### config.mk
export PLATFORM = sky130hd
export DESIGN_NAME = cic_i_feeder
export DESIGN_NICKNAME = d
export VERILOG_FILES = /design/src/rtl/cic_i_feeder.sv
export SDC_FILE = /design/constraint.sdc
export NUM_CORES = 1
export LEC_CHECK = 0
export CAP_MARGIN = 15
export CORE_UTILIZATION = 61
export CTS_CLUSTER_DIAMETER = 50
export CTS_CLUSTER_SIZE = 28
export DETAILED_ROUTE_END_ITERATION = 12
export GPL_ROUTABILITY_DRIVEN = 0
export GPL_TIMING_DRIVEN = 0
export PLACE_DENSITY = 0.81
export SKIP_LAST_GASP = 1
export SLEW_MARGIN = 20
export SYNTH_ARGS = -nofsm -noshare
export SYNTH_HDL_FRONTEND = slang
export SYNTH_SLANG_ARGS = --single-unit
### constraint.sdc
create_clock -name clk -period 8.1 [get_ports clk]
set_clock_uncertainty 0.2 [all_clocks]
set_input_delay 1.215 -clock clk [delete_from_list [all_inputs] [get_ports clk]]
set_output_delay 1.215 -clock clk [all_outputs]
set_load 0.01 [all_outputs]
### src/rtl/cic_i_feeder.sv
// cic_i_feeder: rate-pacing FIFO in front of the CIC interpolator.
// Accepts samples on a valid/ready stream and releases exactly one sample
// strobe every r clocks while running; an empty FIFO at a strobe yields a
// zero sample plus an underflow pulse so the comb cadence never slips.
//
// Handshake: a sample transfers on a clock edge where s_valid && s_ready.
// s_ready depends only on reset_n and the registered level, never on s_valid,
// and it does not anticipate a pop in the same cycle.
module cic_i_feeder #(
    parameter int dw      = 8,
    parameter int r       = 4,
    parameter int depth   = 8,
    parameter int prefill = 4
) (
    input  logic                         clk,
    input  logic                         reset_n,
    input  logic                         en,
    input  logic                         s_valid,
    output logic                         s_ready,
    input  logic signed [dw-1:0]         s_data,
    output logic                         in_dv,
    output logic signed [dw-1:0]         data_out,
    output logic                         underflow,
    output logic [15:0]                  uf_cnt,
    output logic [$clog2(depth+1)-1:0]   level
);

    localparam int AW = $clog2(depth);
    localparam int LW = $clog2(depth + 1);
    localparam int PW = (r > 1) ? $clog2(r) : 1;

    typedef enum logic {
        ST_IDLE = 1'b0,
        ST_RUN  = 1'b1
    } state_t;

    state_t                r_state;
    state_t                w_state_nxt;
    logic [PW-1:0]         r_phase;
    logic [PW-1:0]         w_phase_nxt;
    logic signed [dw-1:0]  r_mem [depth];
    logic [AW-1:0]         r_wr_ptr;
    logic [AW-1:0]         r_rd_ptr;
    logic [LW-1:0]         r_level;
    logic                  r_in_dv;
    logic signed [dw-1:0]  r_data_out;
    logic                  r_underflow;
    logic [15:0]           r_uf_cnt;

    logic                  w_push;
    logic                  w_pop;
    logic                  w_strobe;
    logic                  w_uf;

    assign s_ready   = reset_n && (r_level != LW'(depth));
    assign w_push    = s_valid && s_ready;
    assign in_dv     = r_in_dv;
    assign data_out  = r_data_out;
    assign underflow = r_underflow;
    assign uf_cnt    = r_uf_cnt;
    assign level     = r_level;

    // Next state, phase and strobe decisions from the registered state and level.
    always_comb begin
        w_state_nxt = r_state;
        w_phase_nxt = r_phase;
        w_strobe    = 1'b0;
        w_pop       = 1'b0;
        w_uf        = 1'b0;
        case (r_state)
            ST_IDLE: begin
                w_phase_nxt = '0;
                if (en && (r_level >= LW'(prefill))) begin
                    w_state_nxt = ST_RUN;
                end
            end
            ST_RUN: begin
                if (!en) begin
                    // Leaving RUN: no strobe on this edge, contents kept.
                    w_state_nxt = ST_IDLE;
                    w_phase_nxt = '0;
                end else begin
                    w_strobe    = (r_phase == '0);
                    w_pop       = w_strobe && (r_level != '0);
                    w_uf        = w_strobe && (r_level == '0);
                    w_phase_nxt = (r_phase == PW'(r - 1)) ? '0 : r_phase + PW'(1);
                end
            end
            default: begin
                w_state_nxt = ST_IDLE;
                w_phase_nxt = '0;
            end
        endcase
    end

    // State and phase registers.
    always_ff @(posedge clk) begin
        if (!reset_n) begin
            r_state <= ST_IDLE;
            r_phase <= '0;
        end else begin
            r_state <= w_state_nxt;
            r_phase <= w_phase_nxt;
        end
    end

    // Sample storage; emptiness is tracked by the pointers and level, so no reset.
    always_ff @(posedge clk) begin
        if (w_push) begin
            r_mem[r_wr_ptr] <= s_data;
        end
    end

    // Pointers and occupancy; pointers wrap at depth because depth is a power of 2.
    always_ff @(posedge clk) begin
        if (!reset_n) begin
            r_wr_ptr <= '0;
            r_rd_ptr <= '0;
            r_level  <= '0;
        end else begin
            if (w_push) begin
                r_wr_ptr <= r_wr_ptr + AW'(1);
            end
            if (w_pop) begin
                r_rd_ptr <= r_rd_ptr + AW'(1);
            end
            if (w_push && !w_pop) begin
                r_level <= r_level + LW'(1);
            end else if (w_pop && !w_push) begin
                r_level <= r_level - LW'(1);
            end
        end
    end

    // Registered strobe, sample and underflow reporting towards the interpolator.
    always_ff @(posedge clk) begin
        if (!reset_n) begin
            r_in_dv     <= 1'b0;
            r_data_out  <= '0;
            r_underflow <= 1'b0;
            r_uf_cnt    <= '0;
        end else begin
            r_in_dv     <= w_strobe;
            r_underflow <= w_uf;
            if (w_pop) begin
                r_data_out <= r_mem[r_rd_ptr];
            end else if (w_uf) begin
                // Zero-stuff keeps the comb chain fed with a neutral sample.
                r_data_out <= '0;
            end
            if (w_uf && (r_uf_cnt != 16'hFFFF)) begin
                r_uf_cnt <= r_uf_cnt + 16'd1;
            end
        end
    end

endmodule

# After elaboration in Yosys (flattened, before gate mapping)
# Memory sizes are Yosys's and may differ from the RTL's. A register that Yosys moved wholly into a read port is not among the register bits.
# Cells that the tools add are included.
# word_totals
regBits	39
mem_bits_rw	64
in_bits	12
word_cells	55
n_memories	1
# op_classes
n_addsub	6
order_cmp	1
n_eq_ne	3
muxes	18
n_bitwise	1
reduce_logical	16
# mem_list
memory	depth	word_bits	rd	rd_ports_with_merged_regs	write_ports	line_no	source
r_mem	8	8	1	1	1	41	logic signed [dw-1:0] r_mem [depth];
# ops
cell	count
adder 16 x 1 -> 16 bit, second input constant	1
two-way mux 8 bit	2
!= test 16 bit, second input constant	1
logical AND 1 bit	8
two-way mux 1 bit	8
two-way mux 4 bit	2
adder 3 x 1 -> 3 bit, second input constant	2
two-way mux 3 bit	2
adder 4 x 1 -> 4 bit, second input constant	1
greater-or-equal comparator 4 x 3 -> 1 bit, second input constant	1
zero test 4 bit	1
two-way mux 2 bit	2
!= test 4 bit, second input constant	1
case mux 2 bit (2 select lines)	1
nonzero test 2 bit	2
nonzero test 4 bit	1
subtractor 4 x 1 -> 4 bit, second input constant	1
AND reduction 3 bit	1
adder 2 x 1 -> 2 bit, second input constant	1
== test 2 bit, second input constant	1
zero test 1 bit	2
zero test 2 bit	1
case mux 1 bit (2 select lines)	1
NOT 1 bit	1

# Logic depth before layout (Yosys ltp)
# Gate-level depths: netlist of the first run.
# depth
ltp_word	7
mapped_depth	12

# Least setup slack after synthesis of the first run
# No wires, ideal clock.
# synth_timing
path_type	input to output
from	in reset_n
to	out s_ready
arrival_ps	1949
slack_ps	4736
cell_stages	3
n_path_buf	2
cell_sequence	clkbuf_1 clkbuf_1 and2_1
# synth_between
elab_chain_len	1
# synth_lines
item	line_no	source
start, declared	16	input logic reset_n,
logical AND 1 bit	55	assign s_ready = reset_n && (r_level != LW'(depth));
end, declared	19	output logic s_ready,
# Every way passes these cells.

# Final worst setup path of the first run
# Ends and elaborated chain as after synthesis.

==> results.sh, run 1 <==
export IMPL_status="finished clean"
export IMPL_peakVddDrop_mv=0.0924
export IMPL_grt_pass1_vias=2620
export IMPL_detail_route_antenna_nets=0
export IMPL_final_net_count=388
export IMPL_synthesis_nets=336
export IMPL_crit_family="buffers and inverters"
export IMPL_cts_max_path_buffers=2
export IMPL_ys_types=38
export IMPL_clk_latency_ps=360
export IMPL_crit_path_start_kind="input port"
export IMPL_core_area_um2=6830
export IMPL_cts_setup_buffers=0
export IMPL_drv_cap=0
export IMPL_relSlewSlack=0.328
export IMPL_critical_path_max_fanout=10
export IMPL_antenna_cells=0
export IMPL_p_sw_uw=241
export IMPL_crit_buf_inv=3
export IMPL_cp_depth=4
export IMPL_antenna_found_initial=0
export IMPL_instances_no_fill=468
export IMPL_p_comb_frac=0.084
export IMPL_sw_frac_of_total=0.245
export IMPL_worstPathRequired_ps=6680
export IMPL_dp_hpwl_mm=5.54
export IMPL_grt_max_degree=20
export IMPL_synth_cell_area_um2=4320
export IMPL_layout_common_cells="edfxtp_1, dfxtp_1, clkdlybuf4s50_1"
export IMPL_design_area_um2=5040
export IMPL_arrival_ps=2720
export IMPL_total_power_uw=980
export IMPL_grt_pass1_wl_mm=12.8
export IMPL_cts_tree="built"
export IMPL_slowest_delay_ps=530
export IMPL_whs_path_depth=1
export IMPL_yosysWarnings=0
export IMPL_ioPinCount=43
export IMPL_finalHoldViolCount=0
export IMPL_grt_ovfl_total=0
export IMPL_crit_top_cell="clkbuf_1"
export IMPL_cellPowerDensity_nw_per_um2=194
export IMPL_path_cells="clkbuf_1, clkbuf_1, and2_1, clkdlybuf4s50_1"
export IMPL_die_width_um=86.1
export IMPL_first_pass_iters=4
export IMPL_regArea_um2=2760
export IMPL_multiInputGateArea_um2=1470
export IMPL_slowest_stage="clkdlybuf4s50_1"
export IMPL_grt_usage=0.233
export IMPL_wire_per_inst_um=17.1
export IMPL_drive_gt1_frac=0.113
export IMPL_drt_total_wl_mm=7.99
export IMPL_fin_crit_sh=0.510
export IMPL_ys_seq_area_frac=0.640
export IMPL_pwr_share_seq=0.606
export IMPL_dp_cells=452
export IMPL_netlist_instances=315
export IMPL_crit_type="input port to primary output"
export IMPL_route_detailed_drc=0
export IMPL_worst_pin_slew_ps=998
export IMPL_vias_per_cell=5.94
export IMPL_timing_setup_tns_ps=0
export IMPL_power_frac_clock=0.310
export IMPL_fillers=455
export IMPL_initial_core_util=0.632
export IMPL_reg2regPathDepth=10
export IMPL_setup_viol=0
export IMPL_yosys_area_top_type_share=0.445
export IMPL_htree_levels=3
export IMPL_yosys_top_cells_area="edfxtp_1, dfxtp_1, mux4_2"
export IMPL_cts_sinks=106
export IMPL_num_vias=2780
export IMPL_leakage_uw=0.00163
export IMPL_cp_end_kind="primary output"
export IMPL_cts_resized=0
export IMPL_syn2layout_area_growth_pct=16.8
export IMPL_layout_commonest_cell="edfxtp_1"
export IMPL_layout_min_cycle_time_ps=4130
export IMPL_numCtsBuffers=9
export IMPL_placed_cell_area_um2=4860
export IMPL_finalMaxSlewViolations=0
export IMPL_dieArea_um2=7420
export IMPL_rows=30
export IMPL_die_h_um=86.1
export IMPL_power_internal_uw=740
export IMPL_avgSynthCellArea_um2=13.7
export IMPL_first_iter_violations=251
export IMPL_synth_seq_cells=106
export IMPL_holdCritPathClass="flop to flop"
export IMPL_port_buffers=41
export IMPL_ctsHoldBuffers=0
export IMPL_clk_root_buffer_cell="clkbuf_8"
export IMPL_rsz0062_at_grt="no"
export IMPL_cts_clk_slew_worst_paths_ps=100
export IMPL_synth_largest_area_cell="edfxtp_1"
export IMPL_max_freq_ghz=0.242
[worst reg2reg max path: cells and delay by family, from the launching register on]
| kind | cells | cell delay [ps] |
|---|---|---|
| buf+inv | 2 | 230 |
| simple gates | 2 | 890 |
| flops | 1 | 420 |
| mux | 2 | 460 |
| compound gates | 2 | 370 |
| fa+ha+maj | 2 | 470 |
[final cells by class]
type / count / share of cell area
multi-input combinational: 185 / 0.292
timing repair buffer: 41 / 0.0814
clock inverter: 7 / 0.0119
tap: 96 / 0.0238
clock buffer: 9 / 0.0246
sequential: 106 / 0.548
inverter: 11 / 0.00819
buffer: 13 / 0.0102
[synthesized netlist by cell type]
cell        n
ha_1        8
nand3_1    10
xor2_1      3
or4b_2      1
dfxtp_1    42
o311ai_0    2
nand4_1     4
o41ai_1     4
buf_2       2
o2111ai_1   1
nor3b_1     1
o31ai_1     5
xnor2_1     2
and2_1      1
o21ai_0    12
fa_1        1
a21oi_1    15
and3_1      1
edfxtp_1   64
and4_1      1
clkbuf_1    9
or3b_2      1
nand2_1    26
nor4_4      1
nor2_1     19
o311a_1     1
nand4_2     2
mux2i_1    14
mux4_2     16
or4_1       8
nand2b_1    9
buf_1       2
a21o_1      1
or4_4       1
or3_1       4
inv_1      11
nor3_1      5
nor4_1      5
[state kept, by name, summed over array words and instances, names as in the netlist, named ones only]
name,count
data_out,8
in_dv,1
level,4
r_mem,64
r_phase,2
r_rd_ptr,3
r_state,1
r_wr_ptr,3
uf_cnt,16
underflow,1
[cells by family after synthesis]
kind of cell | after synthesis | share of synthesized area
buffers and inverters | 24 | 0.0214
AND/OR/NAND/NOR | 100 | 0.127
AO/OA/AOI/OAI | 41 | 0.0582
flip-flops | 106 | 0.640
multiplexers | 30 | 0.116
XOR/XNOR | 5 | 0.0101
adder cells (fa/ha/maj) | 9 | 0.0278
[routing by layer]
layer	GRT usage	vias up	routed length, um
li1	-	1309	-
met2	0.351	98	3740
met1	0.348	1360	3680
met3	0.0462	13	493
met4	0.0712	0	74
met5	0	-	0
[path summary, 6_finish.rpt]
path | endpoint | slack [ps] | start
worst max-delay path | s_ready | 3970 | reset_n
worst min-delay path | r_phase[0] | 260 | r_phase[0]
worst max register to register | level[3] | 5010 | level[0]
worst min register to register | r_phase[0] | 260 | r_phase[0]
[power groups by stage]
stage | Clock (uW) | Combinational [uW] | Sequential (uW)
floorplan | 0 | 48.5 | 606
global placement | 0 | 79.7 | 606
detailed placement | 0 | 83.1 | 607
CTS | 308 | 83.2 | 595
global route | 332 | 91.4 | 596
finish | 304 | 82.3 | 594
[stage by stage]
step                      hold WS, ps   util  setup slack (ps)
after detailed placement          243  0.711              3950
final                             260  0.738              3970
after floorplan                   229      -              4740
after CTS                         266  0.738              3950
after global routing              285  0.738              3780
after global placement            233  0.710              3950
No activity file was read; power rests on OpenSTA's default activity.
==> run 2: changes to the inputs <==
--- a/config.mk
+++ b/config.mk
@@ -6,13 +6,13 @@
 export NUM_CORES = 1
 export LEC_CHECK = 0
 export CAP_MARGIN = 15
-export CORE_UTILIZATION = 61
+export CORE_UTILIZATION = 56
 export CTS_CLUSTER_DIAMETER = 50
 export CTS_CLUSTER_SIZE = 28
 export DETAILED_ROUTE_END_ITERATION = 12
 export GPL_ROUTABILITY_DRIVEN = 0
 export GPL_TIMING_DRIVEN = 0
-export PLACE_DENSITY = 0.81
+export PLACE_DENSITY = 0.75
 export SKIP_LAST_GASP = 1
 export SLEW_MARGIN = 20
 export SYNTH_ARGS = -nofsm -noshare
==> constraint.sdc (replaced) <==
create_clock -name clk -period 4.3 [get_ports clk]
set_clock_uncertainty 0.2 [all_clocks]
set_input_delay 0.645 -clock clk [delete_from_list [all_inputs] [get_ports clk]]
set_output_delay 0.645 -clock clk [all_outputs]
set_load 0.01 [all_outputs]
==> results.sh, run 2 (synthesis results as in run 1) <==
export IMPL_largest_register="r_mem"
export IMPL_path_cells="or4b_2, nand3_1, inv_1, ha_1, inv_1, ha_1, a21o_1, a21oi_1, mux2i_1, mux2i_1"
export IMPL_cts_clk_slew_worst_paths_ps=110
export IMPL_dieArea_um2=8070
export IMPL_whs_ps=261
export IMPL_ctsHoldBuffers=0
export IMPL_grt_ovfl_total=0
export IMPL_leakage_uw=0.00164
export IMPL_ioPinCount=43
export IMPL_layout_common_cells="edfxtp_1, dfxtp_1, clkdlybuf4s50_1"
export IMPL_initial_core_util=0.586
export IMPL_clk_root_buffer_cell="clkbuf_8"
export IMPL_antenna_cells=0
export IMPL_grt_pass1_vias=2578
export IMPL_dp_hpwl_mm=5.35
export IMPL_total_power_uw=1880
export IMPL_htree_levels=3
export IMPL_drv_cap=0
export IMPL_drt_total_wl_mm=7.85
export IMPL_core_area_um2=7370
export IMPL_arrival_ps=3190
export IMPL_port_buffers=41
export IMPL_slowest_stage="or4b_2"
export IMPL_relSlewSlack=0.437
export IMPL_rows=31
export IMPL_numCtsBuffers=9
export IMPL_clk_latency_ps=370
export IMPL_crit_buf_inv=2
export IMPL_finalHoldViolCount=0
export IMPL_crit_path_start_kind="flop"
export IMPL_peakVddDrop_mv=0.189
export IMPL_slowest_delay_ps=740
export IMPL_setup_viol=0
export IMPL_cts_resized=0
export IMPL_worstPathRequired_ps=4410
export IMPL_grt_max_degree=22
export IMPL_layout_min_cycle_time_ps=3080
export IMPL_drive_gt1_frac=0.116
export IMPL_worst_pin_slew_ps=841
export IMPL_antenna_found_initial=0
export IMPL_wire_per_inst_um=16.7
export IMPL_die_width_um=89.8
export IMPL_cts_sinks=106
export IMPL_holdCritPathClass="flop to flop"
export IMPL_detail_route_antenna_nets=0
export IMPL_die_h_um=89.8
export IMPL_first_pass_iters=4
export IMPL_cts_tree="built"
export IMPL_fin_crit_sh=0.716
export IMPL_vias_per_cell=5.77
export IMPL_crit_family="simple AND/OR/NAND/NOR gates"
export IMPL_cts_max_path_buffers=2
export IMPL_status="finished clean"
export IMPL_critical_path_max_fanout=7
export IMPL_grt_pass1_wl_mm=12.9
export IMPL_route_detailed_drc=0
export IMPL_layout_commonest_cell="edfxtp_1"
export IMPL_largest_reg_flops=64
export IMPL_max_freq_ghz=0.325
export IMPL_finalMaxSlewViolations=0
export IMPL_cts_setup_buffers=0
export IMPL_syn2layout_area_growth_pct=17.5
export IMPL_final_net_count=388
export IMPL_rsz0062_at_grt="no"
export IMPL_grt_usage=0.211
export IMPL_crit_type="flop to flop"
export IMPL_first_iter_violations=181
export IMPL_timing_setup_tns_ps=0
export IMPL_cp_end_kind="flop"
export IMPL_cellPowerDensity_nw_per_um2=371
export IMPL_num_vias=2716
run 2: changes by cell type in the layout (fill, tap and decap cells not counted), sizes merged:
cell,before,now
clkinv,1,2
clkinvlp,2,1
run 2: worst paths after layout:
kind	from	end	slack (ps)	cells past startpoint
setup / recovery	level[0]	level[3]	1220	10
setup reg to reg	level[0]	level[3]	1220	10
hold / removal	data_out[7]	data_out[7]	260	2
hold reg to reg	data_out[7]	data_out[7]	260	2
run 2: metrics by stage:
step           utilization  instance area [um^2]  setup slack (ps)  instances
2_1_floorplan            -                  4320              1430        315
3_3_place_gp         0.658                  4850              1070        455
3_5_place_dp         0.660                  4860              1040        455
4_1_cts              0.687                  5070              1230        471
5_1_grt              0.688                  5070              1060        471
6_report             0.688                  5070              1220        471
run 2: metal layers:
metal	up-vias	wire length [um]	GRT usage
met2	66	3840	0.339
met3	7	336	0.0406
met1	1331	3590	0.289
met4	0	80	0.0738
met5	-	0	0
li1	1312	-	-
run 2: area by class of cell:
class | count | area [um^2]
inverter | 11 | 41.3
fill | 521 | 2300
clock buffer | 9 | 124
timing repair buffer | 41 | 410
multi-input combinational | 185 | 1480
buffer | 13 | 51.3
clock inverter | 7 | 80.1
tap | 99 | 124
sequential | 106 | 2760
run 2: report_power, final:
part           switching (uW)  leakage (uW)  total (uW)  internal, uW
Clock                     376     0.0000998         608           233
Sequential               23.2      0.000917        1120          1100
Combinational            77.9      0.000621         152          74.4
Total                     477       0.00164        1880          1400
run 2: worst min-delay path: stages, from the launching register on:
cell	delay, ps
dfxtp_1	340
nand2_1	40
o21ai_0	50
